### src/rtl/uart_rx_cmd.sv
// 8N1 serial receiver for the robot debug UART link, followed by a
// single-character ASCII command decoder driving direction/drive/override.
module uart_rx_cmd #(
  parameter int CLK_FREQ = 50_000_000,
  parameter int BAUD     = 9600
) (
  input  logic       clk,
  input  logic       rst,
  input  logic       rxData,
  output logic [7:0] rxByte,
  output logic       rxValid,
  output logic       frameErr,
  output logic [1:0] cmdDir,
  output logic       cmdDrive,
  output logic       cmdOverride,
  output logic       cmdValid,
  output logic       cmdErr
);

  // Direction and drive codes shared with the drive logic
  localparam logic [1:0] DC_STOP       = 2'd0;
  localparam logic [1:0] DC_PROCEED    = 2'd1;
  localparam logic [1:0] DC_TURN_LEFT  = 2'd2;
  localparam logic [1:0] DC_TURN_RIGHT = 2'd3;
  localparam logic       FORWARDS      = 1'b0;
  localparam logic       REVERSE       = 1'b1;

  localparam int CLKS_PER_BIT = CLK_FREQ / BAUD;
  localparam int HALF_BIT     = CLKS_PER_BIT / 2;
  localparam int CNT_W        = $clog2(CLKS_PER_BIT) + 1;
  localparam logic [CNT_W-1:0] HALF_LAST = CNT_W'(HALF_BIT - 1);
  localparam logic [CNT_W-1:0] FULL_LAST = CNT_W'(CLKS_PER_BIT - 1);

  typedef enum logic [2:0] {IDLE, START, DATA, STOP, BREAK} state_t;

  state_t           state, state_nx;
  logic             rx_meta, rx_s;
  logic [CNT_W-1:0] cnt;
  logic [2:0]       bit_idx;
  logic [7:0]       shift_reg;
  logic             cnt_clr, shift_en, byte_ok, frame_bad;

  // Fold lower-case letters onto upper case; everything else passes through
  function automatic logic [7:0] fold_case(input logic [7:0] b);
    if (b >= 8'h61 && b <= 8'h7A) fold_case = b & 8'hDF;
    else                          fold_case = b;
  endfunction

  // Two-flop synchronizer; resets to the idle (high) line level
  always_ff @(posedge clk) begin
    if (!rst) begin
      rx_meta <= 1'b1;
      rx_s    <= 1'b1;
    end else begin
      rx_meta <= rxData;
      rx_s    <= rx_meta;
    end
  end

  // Receive FSM state register
  always_ff @(posedge clk) begin
    if (!rst) state <= IDLE;
    else      state <= state_nx;
  end

  // Receive FSM next state and per-cycle control strobes
  always_comb begin
    state_nx  = state;
    cnt_clr   = 1'b0;
    shift_en  = 1'b0;
    byte_ok   = 1'b0;
    frame_bad = 1'b0;
    case (state)
      IDLE: begin
        if (!rx_s) begin
          state_nx = START;
          cnt_clr  = 1'b1;
        end
      end
      START: begin
        // Mid start bit: a high line here means the falling edge was a glitch
        if (cnt == HALF_LAST) begin
          cnt_clr  = 1'b1;
          state_nx = rx_s ? IDLE : DATA;
        end
      end
      DATA: begin
        if (cnt == FULL_LAST) begin
          cnt_clr  = 1'b1;
          shift_en = 1'b1;
          if (bit_idx == 3'd7) state_nx = STOP;
        end
      end
      STOP: begin
        if (cnt == FULL_LAST) begin
          cnt_clr = 1'b1;
          if (rx_s) begin
            byte_ok  = 1'b1;
            state_nx = IDLE;
          end else begin
            frame_bad = 1'b1;
            state_nx  = BREAK;
          end
        end
      end
      BREAK: begin
        // Hold off until the line returns high so a stuck-low line is not a frame
        if (rx_s) state_nx = IDLE;
      end
      default: state_nx = IDLE;
    endcase
  end

  // Bit-time counter and data bit index
  always_ff @(posedge clk) begin
    if (!rst) begin
      cnt     <= '0;
      bit_idx <= 3'd0;
    end else begin
      if (cnt_clr || state == IDLE || state == BREAK) cnt <= '0;
      else                                            cnt <= cnt + CNT_W'(1);
      if (state != DATA)  bit_idx <= 3'd0;
      else if (shift_en)  bit_idx <= bit_idx + 3'd1;
    end
  end

  // LSB-first data shift register (pure datapath, no reset)
  always_ff @(posedge clk) begin
    if (shift_en) shift_reg <= {rx_s, shift_reg[7:1]};
  end

  // Received byte register and frame status pulses
  always_ff @(posedge clk) begin
    if (!rst) begin
      rxByte   <= 8'h00;
      rxValid  <= 1'b0;
      frameErr <= 1'b0;
    end else begin
      rxValid  <= byte_ok;
      frameErr <= frame_bad;
      if (byte_ok) rxByte <= shift_reg;
    end
  end

  // Command decoder: acts on the rxValid cycle, results appear one cycle later
  always_ff @(posedge clk) begin
    if (!rst) begin
      cmdDir      <= DC_STOP;
      cmdDrive    <= FORWARDS;
      cmdOverride <= 1'b0;
      cmdValid    <= 1'b0;
      cmdErr      <= 1'b0;
    end else begin
      cmdValid <= 1'b0;
      cmdErr   <= 1'b0;
      if (rxValid) begin
        case (fold_case(rxByte))
          8'h50: begin cmdDir <= DC_PROCEED;    cmdValid <= 1'b1; end
          8'h4C: begin cmdDir <= DC_TURN_LEFT;  cmdValid <= 1'b1; end
          8'h52: begin cmdDir <= DC_TURN_RIGHT; cmdValid <= 1'b1; end
          8'h53: begin cmdDir <= DC_STOP;       cmdValid <= 1'b1; end
          8'h46: begin cmdDrive <= FORWARDS;    cmdValid <= 1'b1; end
          8'h42: begin cmdDrive <= REVERSE;     cmdValid <= 1'b1; end
          8'h4D: begin cmdOverride <= 1'b1;     cmdValid <= 1'b1; end
          8'h41: begin
            cmdOverride <= 1'b0;
            cmdDir      <= DC_STOP;
            cmdValid    <= 1'b1;
          end
          8'h0D, 8'h0A: begin end
          default: cmdErr <= 1'b1;
        endcase
      end
    end
  end

endmodule
### config.mk
export PLATFORM = sky130hd
export DESIGN_NAME = uart_rx_cmd
export DESIGN_NICKNAME = d
export VERILOG_FILES = /design/src/rtl/uart_rx_cmd.sv
export SDC_FILE = /design/constraint.sdc
export NUM_CORES = 1
export LEC_CHECK = 0
export CAP_MARGIN = 20
export CELL_PAD_IN_SITES_DETAIL_PLACEMENT = 1
export CELL_PAD_IN_SITES_GLOBAL_PLACEMENT = 1
export CORE_ASPECT_RATIO = 1.25
export CORE_MARGIN = 1
export CORE_UTILIZATION = 43
export CTS_BUF_LIST = sky130_fd_sc_hd__clkbuf_16
export DETAILED_ROUTE_END_ITERATION = 12
export GPL_TIMING_DRIVEN = 0
export PLACE_DENSITY_LB_ADDON = 0.15
export SETUP_SLACK_MARGIN = 0.3
export SYNTH_ARGS = -nofsm -noshare
export SYNTH_HDL_FRONTEND = slang
export SYNTH_SLANG_ARGS = --single-unit
### constraint.sdc
create_clock -name clk -period 2.8 [get_ports clk]
set_clock_uncertainty 0.2 [all_clocks]
set_input_delay 0.42 -clock clk [delete_from_list [all_inputs] [get_ports clk]]
set_output_delay 0.42 -clock clk [all_outputs]
set_load 0.005 [all_outputs]
Yosys cells after proc, flatten, opt, wreduce, memory -nomap -nowiden
Cells that the tools add are included.

storage, ports and cells
  word-level logic and storage cells = 87
  memory bits (read-only) = 0
  memory bits (writable) = 0
  input port bits = 3
  bits in latches = 0
  output and inout bits = 16
  register bits = 46
  memories kept = 0

operators by class
  equality and inequality tests = 24
  muxes and demuxes = 25
  shift operators = 0
  bitwise gates (word level) = 1
  order comparisons = 2
  $mul = 0
  div/mod/pow operators = 0
  add/subtract/negate cells = 2
  reductions and logical operators = 19

operators with widths
  cell                   number
  $eq 8x7->1 const B     8
  $mux 3                 7
  $eq 8x4->1 const B     2
  $mux 8                 2
  $pmux 3 s5             1
  $add 14x1->14 const B  1
  $eq 14x12->1 const B   1
  $eq 14x13->1 const B   1
  $ne 2x2->1 const B     6
  $reduce_or 10->1       1
  $mux 1                 9
  $ge 8x7->1 const B     1
  $le 8x7->1 const B     1
  $pmux 2 s4             1
  $reduce_and 2->1       4
  $reduce_or 2->1        4
  $reduce_or 8->1        1
  $eq 3x2->1 const B     2
  $eq 3x3->1 const B     2
  $mux 6                 1
  $reduce_and 6->1       1
  $pmux 1 s2             2
  $reduce_bool 2->1      2
  $reduce_bool 4->1      1
  other kinds (10)       11

Depth between registers and ports, before layout
  word-level depth = 9
  gate-level depth with buffers = 6
  gate-level depth less buffers = 5

Least setup slack after synthesis
OpenSTA, ideal clock, no wires.

  path type = register -> register
  from = reg cnt[0]
  to = reg shift_reg[0] (enable)
  stages on the path, launching flop included = 7
  arrival time = 1.927 ns
  library setup time = 0.383 ns
  path buffers = 1
  period minus slack after synthesis = 2.510 ns
  required time = 2.217 ns
  slack = 0.290 ns
  path through = dfxtp_1 ha_1 and4bb_2 and4_1 clkbuf_1 nand2_1 nor3_1

on the way
  longest elaborated chain between the ends = 3

ends and longest elaborated chain
  what                    RTL line  RTL
  from (decl)             38        logic [CNT_W-1:0] cnt;
  from (signal assigned)  121       else cnt <= cnt + CNT_W'(1);
  $eq 14x13->1            88        if (cnt == FULL_LAST) begin
  $mux 1                  88
  $mux 1                  73        case (state)
  net shift_en            41        logic cnt_clr, shift_en, byte_ok, frame_bad;
  to (signal assigned)    129       if (shift_en) shift_reg <= {rx_s, shift_reg[7:1]};
  to (decl)               40        logic [7:0] shift_reg;

The timed path passes the listed nets, and every way through them passes these cells.
A chain may end at the register's enable or synchronous reset.

Worst setup path after layout
Same ends and word-level chain as after synthesis.

==> load_flow_metrics.sql <==
INSERT INTO impl_metrics (metric_group, metric, value, unit) VALUES
('placement', 'dpl.hpwl', '3310', 'um'),
('routing', 'drtAntennaViolNets', '0', ''),
('job', 'drv.max_cap_violation_count', '0', ''),
('yosys', 'synth_top_flop_cell', 'sky130_fd_sc_hd__dfxtp_1', ''),
('clocking', 'cts-root-to-sink-buffers', '2', ''),
('sta', 'report.final.setup_viol', '0', ''),
('placement', 'gp_congestion', '0.8092', ''),
('routing', 'route.detailed.drc', '0', ''),
('global_route', 'grt_overflow_total', '0', ''),
('min_path', 'timing.hold.worst_path_depth', '1', ''),
('clocking', 'postCtsHoldBufs', '0', ''),
('worst_setup_path', 'critical_path_buf_inv_count', '2', ''),
('clocking', 'clock_insertion_delay_worst_skew', '0.28', 'ns'),
('sta', 'fin_tns_setup', '0', 'ns'),
('global_route', 'wire_length_of_the_first_global_routing_pass', '8017', 'um'),
('power_and_ir_drop', 'p_leak', '0.8000', 'nW'),
('floorplanning', 'width_of_the_chip', '63.75', 'um'),
('routing', 'total_detailed_routing_wirelength', '4545', 'um'),
('routing', 'drt_pass1_iterations', '4', ''),
('final_layout', 'layout.cells.non_filler', '300', ''),
('placement', 'place_ws', '0.1634', 'ns'),
('worst_setup_path', 'worst-endpoint-required', '2.61', 'ns'),
('worst_setup_path', 'crit_path_max_incr_delay', '0.39', 'ns'),
('worst_setup_path', 'timing.critical_path.slowest_stage_cell', 'sky130_fd_sc_hd__dfxtp_1', ''),
('worst_setup_path', 'critPathLaunch', 'cnt[0]$_SDFF_PP0_', ''),
('sta', 'post-route-period-util', '83.53', '%'),
('final_layout', 'syn2layout_area_growth', '20.94', '%'),
('sta', 'period_minus_slack', '2.339', 'ns'),
('outcome', 'run_status', 'finished clean', ''),
('sta', 'maxSlewViolCount', '0', ''),
('sta', 'hold_viol', '0', ''),
('sta', 'rsz0062_at_grt', 'no', ''),
('yosys', 'sequential_cell_area_fraction_in_the_yosys_report', '48.84', '%'),
('final_layout', 'register_area', '1001', 'um^2'),
('yosys', 'synth_seq_cells', '46', ''),
('floorplanning', 'num_io_pins', '19', ''),
('worst_setup_path', 'critical_path_arrival', '2.15', 'ns'),
('clocking', 'clock_sinks', '46', ''),
('clocking', 'cts_buffers', '5', ''),
('yosys', 'synth.lib_cells_used.distinct', '46', ''),
('worst_setup_path', 'worst_setup_path_end_kind', 'flop', ''),
('worst_setup_path', 'criticalPathCategory', 'reg2reg', ''),
('global_route', 'grt_antenna_before_repair', '0', ''),
('global_route', 'grt_start_max_net_pins', '16', ''),
('worst_setup_path', 'reg2reg_path_depth', '7', ''),
('yosys', 'syn-mean-instance-area', '9.532', 'um^2'),
('yosys', 'synthesis.instances', '215', ''),
('floorplanning', 'placeableCoreArea', '4493', 'um^2'),
('sta', 'tightest_slew', '0.7066', 'ns'),
('global_route', 'grt_usage', '20.66', '%'),
('worst_setup_path', 'critPathLaunchType', 'flop', ''),
('clocking', 'cts.root.buffer_cell', 'sky130_fd_sc_hd__clkbuf_16', ''),
('worst_setup_path', 'critPathMaxFanout', '7', ''),
('floorplanning', 'placementRows', '27', ''),
('final_layout', 'postLayoutCellArea', '2479', 'um^2'),
('final_layout', 'num-nets-final', '247', ''),
('placement', 'buffer_ports.inserted', '17', ''),
('final_layout', 'multiInputGateArea', '979.7', 'um^2'),
('final_layout', 'post_route_cells_drive_above_1_share', '9.504', '%'),
('floorplanning', 'die_footprint', '5048', 'um^2'),
('routing', 'dr.first_iter.drc_count', '67', ''),
('routing', 'via_count', '1659', ''),
('min_path', 'holdCritPathClass', 'reg2reg', ''),
('sta', 'clock.fmax', '0.4275', 'GHz'),
('min_path', 'worstHoldStart', 'rx_meta$_SDFF_PN1_', ''),
('yosys', 'mappedNetlistNets', '221', ''),
('placement', 'placement.cell_area', '2297', 'um^2'),
('clocking', 'htree_levels', '2', ''),
('clocking', 'clk_transition_reported_paths', '0.06', 'ns'),
('worst_setup_path', 'cell_count_along_the_critical_path', '7', ''),
('yosys', 'synth-edff-count', '8', '');
[where the power goes]
group	switching (mW)	internal (mW)	total [mW]
registers	0.00359	0.673	0.676
logic	0.0157	0.00695	0.0226
clock network	0.249	0.330	0.579
total	0.268	1.01	1.28
[kinds of logic after synthesis]
group	synth area share, %
AOI/OAI and AO/OA	7.937
adders and majority gates	1.832
buffers and inverters	3.907
muxes	5.861
and+or+nand+nor	26.92
xor gates and xnor gates	4.701
DFF	48.84
[cell usage in the layout (no fill, tap or decap), types with 3 or more instances in the layout]
cell	instances
sky130_fd_sc_hd__nand4_1	3
sky130_fd_sc_hd__ha_1	3
sky130_fd_sc_hd__or3_1	4
sky130_fd_sc_hd__nand2b_1	6
sky130_fd_sc_hd__o21ai_0	4
sky130_fd_sc_hd__clkdlybuf4s50_1	17
sky130_fd_sc_hd__mux2i_1	12
sky130_fd_sc_hd__nand3_1	8
sky130_fd_sc_hd__dfxtp_1	38
sky130_fd_sc_hd__a21oi_1	5
sky130_fd_sc_hd__nand2_1	26
sky130_fd_sc_hd__nor2b_1	3
sky130_fd_sc_hd__nor3b_1	3
sky130_fd_sc_hd__nor2_1	25
sky130_fd_sc_hd__edfxtp_1	8
sky130_fd_sc_hd__nor4_1	4
sky130_fd_sc_hd__clkbuf_16	5
sky130_fd_sc_hd__nor3_1	6
sky130_fd_sc_hd__xnor2_1	9
sky130_fd_sc_hd__inv_1	6
sky130_fd_sc_hd__clkbuf_1	7
[what timing repair did]
item | 4_1_cts | 5_1_grt
pin swaps | 1 | 0
resized for setup | 1 | 2
buffers inserted | 2 | 0
cloned | 0 | 0
setup endpoints to repair | 8 | 8
[cell type report]
type / count / area share [%]
clock buffers: 5 / 5.048
flip-flops and latches: 46 / 40.38
repair buffers: 19 / 7.976
well taps: 58 / 2.928
clock inverters: 3 / 0.8582
inverters: 6 / 0.9086
multi-input cells: 152 / 39.53
plain buffers: 11 / 2.373
[per-layer routing]
layer | track usage (%) | up-vias | wire (um)
li1 | - | 815 | -
met1 | 22.91 | 804 | 1913
met2 | 36.70 | 29 | 2382
met3 | 5.172 | 11 | 132
met4 | 9.318 | 0 | 116
met5 | 0 | - | 0
[stage by stage]
| step | util [%] | power [mW] |
|---|---|---|
| 6_report | 55.17 | 1.279 |
| 5_1_grt | 55.17 | 1.324 |
| 4_1_cts | 55.14 | 1.292 |
| 3_5_place_dp | 51.13 | 0.7130 |
| 3_3_place_gp | 51.13 | 0.7119 |
| 2_1_floorplan | - | 0.7054 |
[synthesized netlist by cell type (5+ instances only)]
library cell	number	area [um^2]
sky130_fd_sc_hd__a21oi_1	5	25.02
sky130_fd_sc_hd__clkbuf_1	8	30.03
sky130_fd_sc_hd__dfxtp_1	38	760.7
sky130_fd_sc_hd__edfxtp_1	8	240.2
sky130_fd_sc_hd__inv_1	6	22.52
sky130_fd_sc_hd__mux2i_1	12	120.1
sky130_fd_sc_hd__nand2_1	26	97.59
sky130_fd_sc_hd__nand2b_1	6	37.54
sky130_fd_sc_hd__nand3_1	8	40.04
sky130_fd_sc_hd__nor2_1	25	93.84
sky130_fd_sc_hd__nor3_1	7	35.03
sky130_fd_sc_hd__xnor2_1	9	78.83
[final timing paths]
path                                 end  slack [ns]
setup / recovery  shift_reg[0]$_DFFE_PP_        0.46
hold / removal           rx_s$_SDFF_PN1_        0.23
setup reg to reg  shift_reg[0]$_DFFE_PP_        0.46
hold reg to reg          rx_s$_SDFF_PN1_        0.23
(Power assumes the default switching activity.)
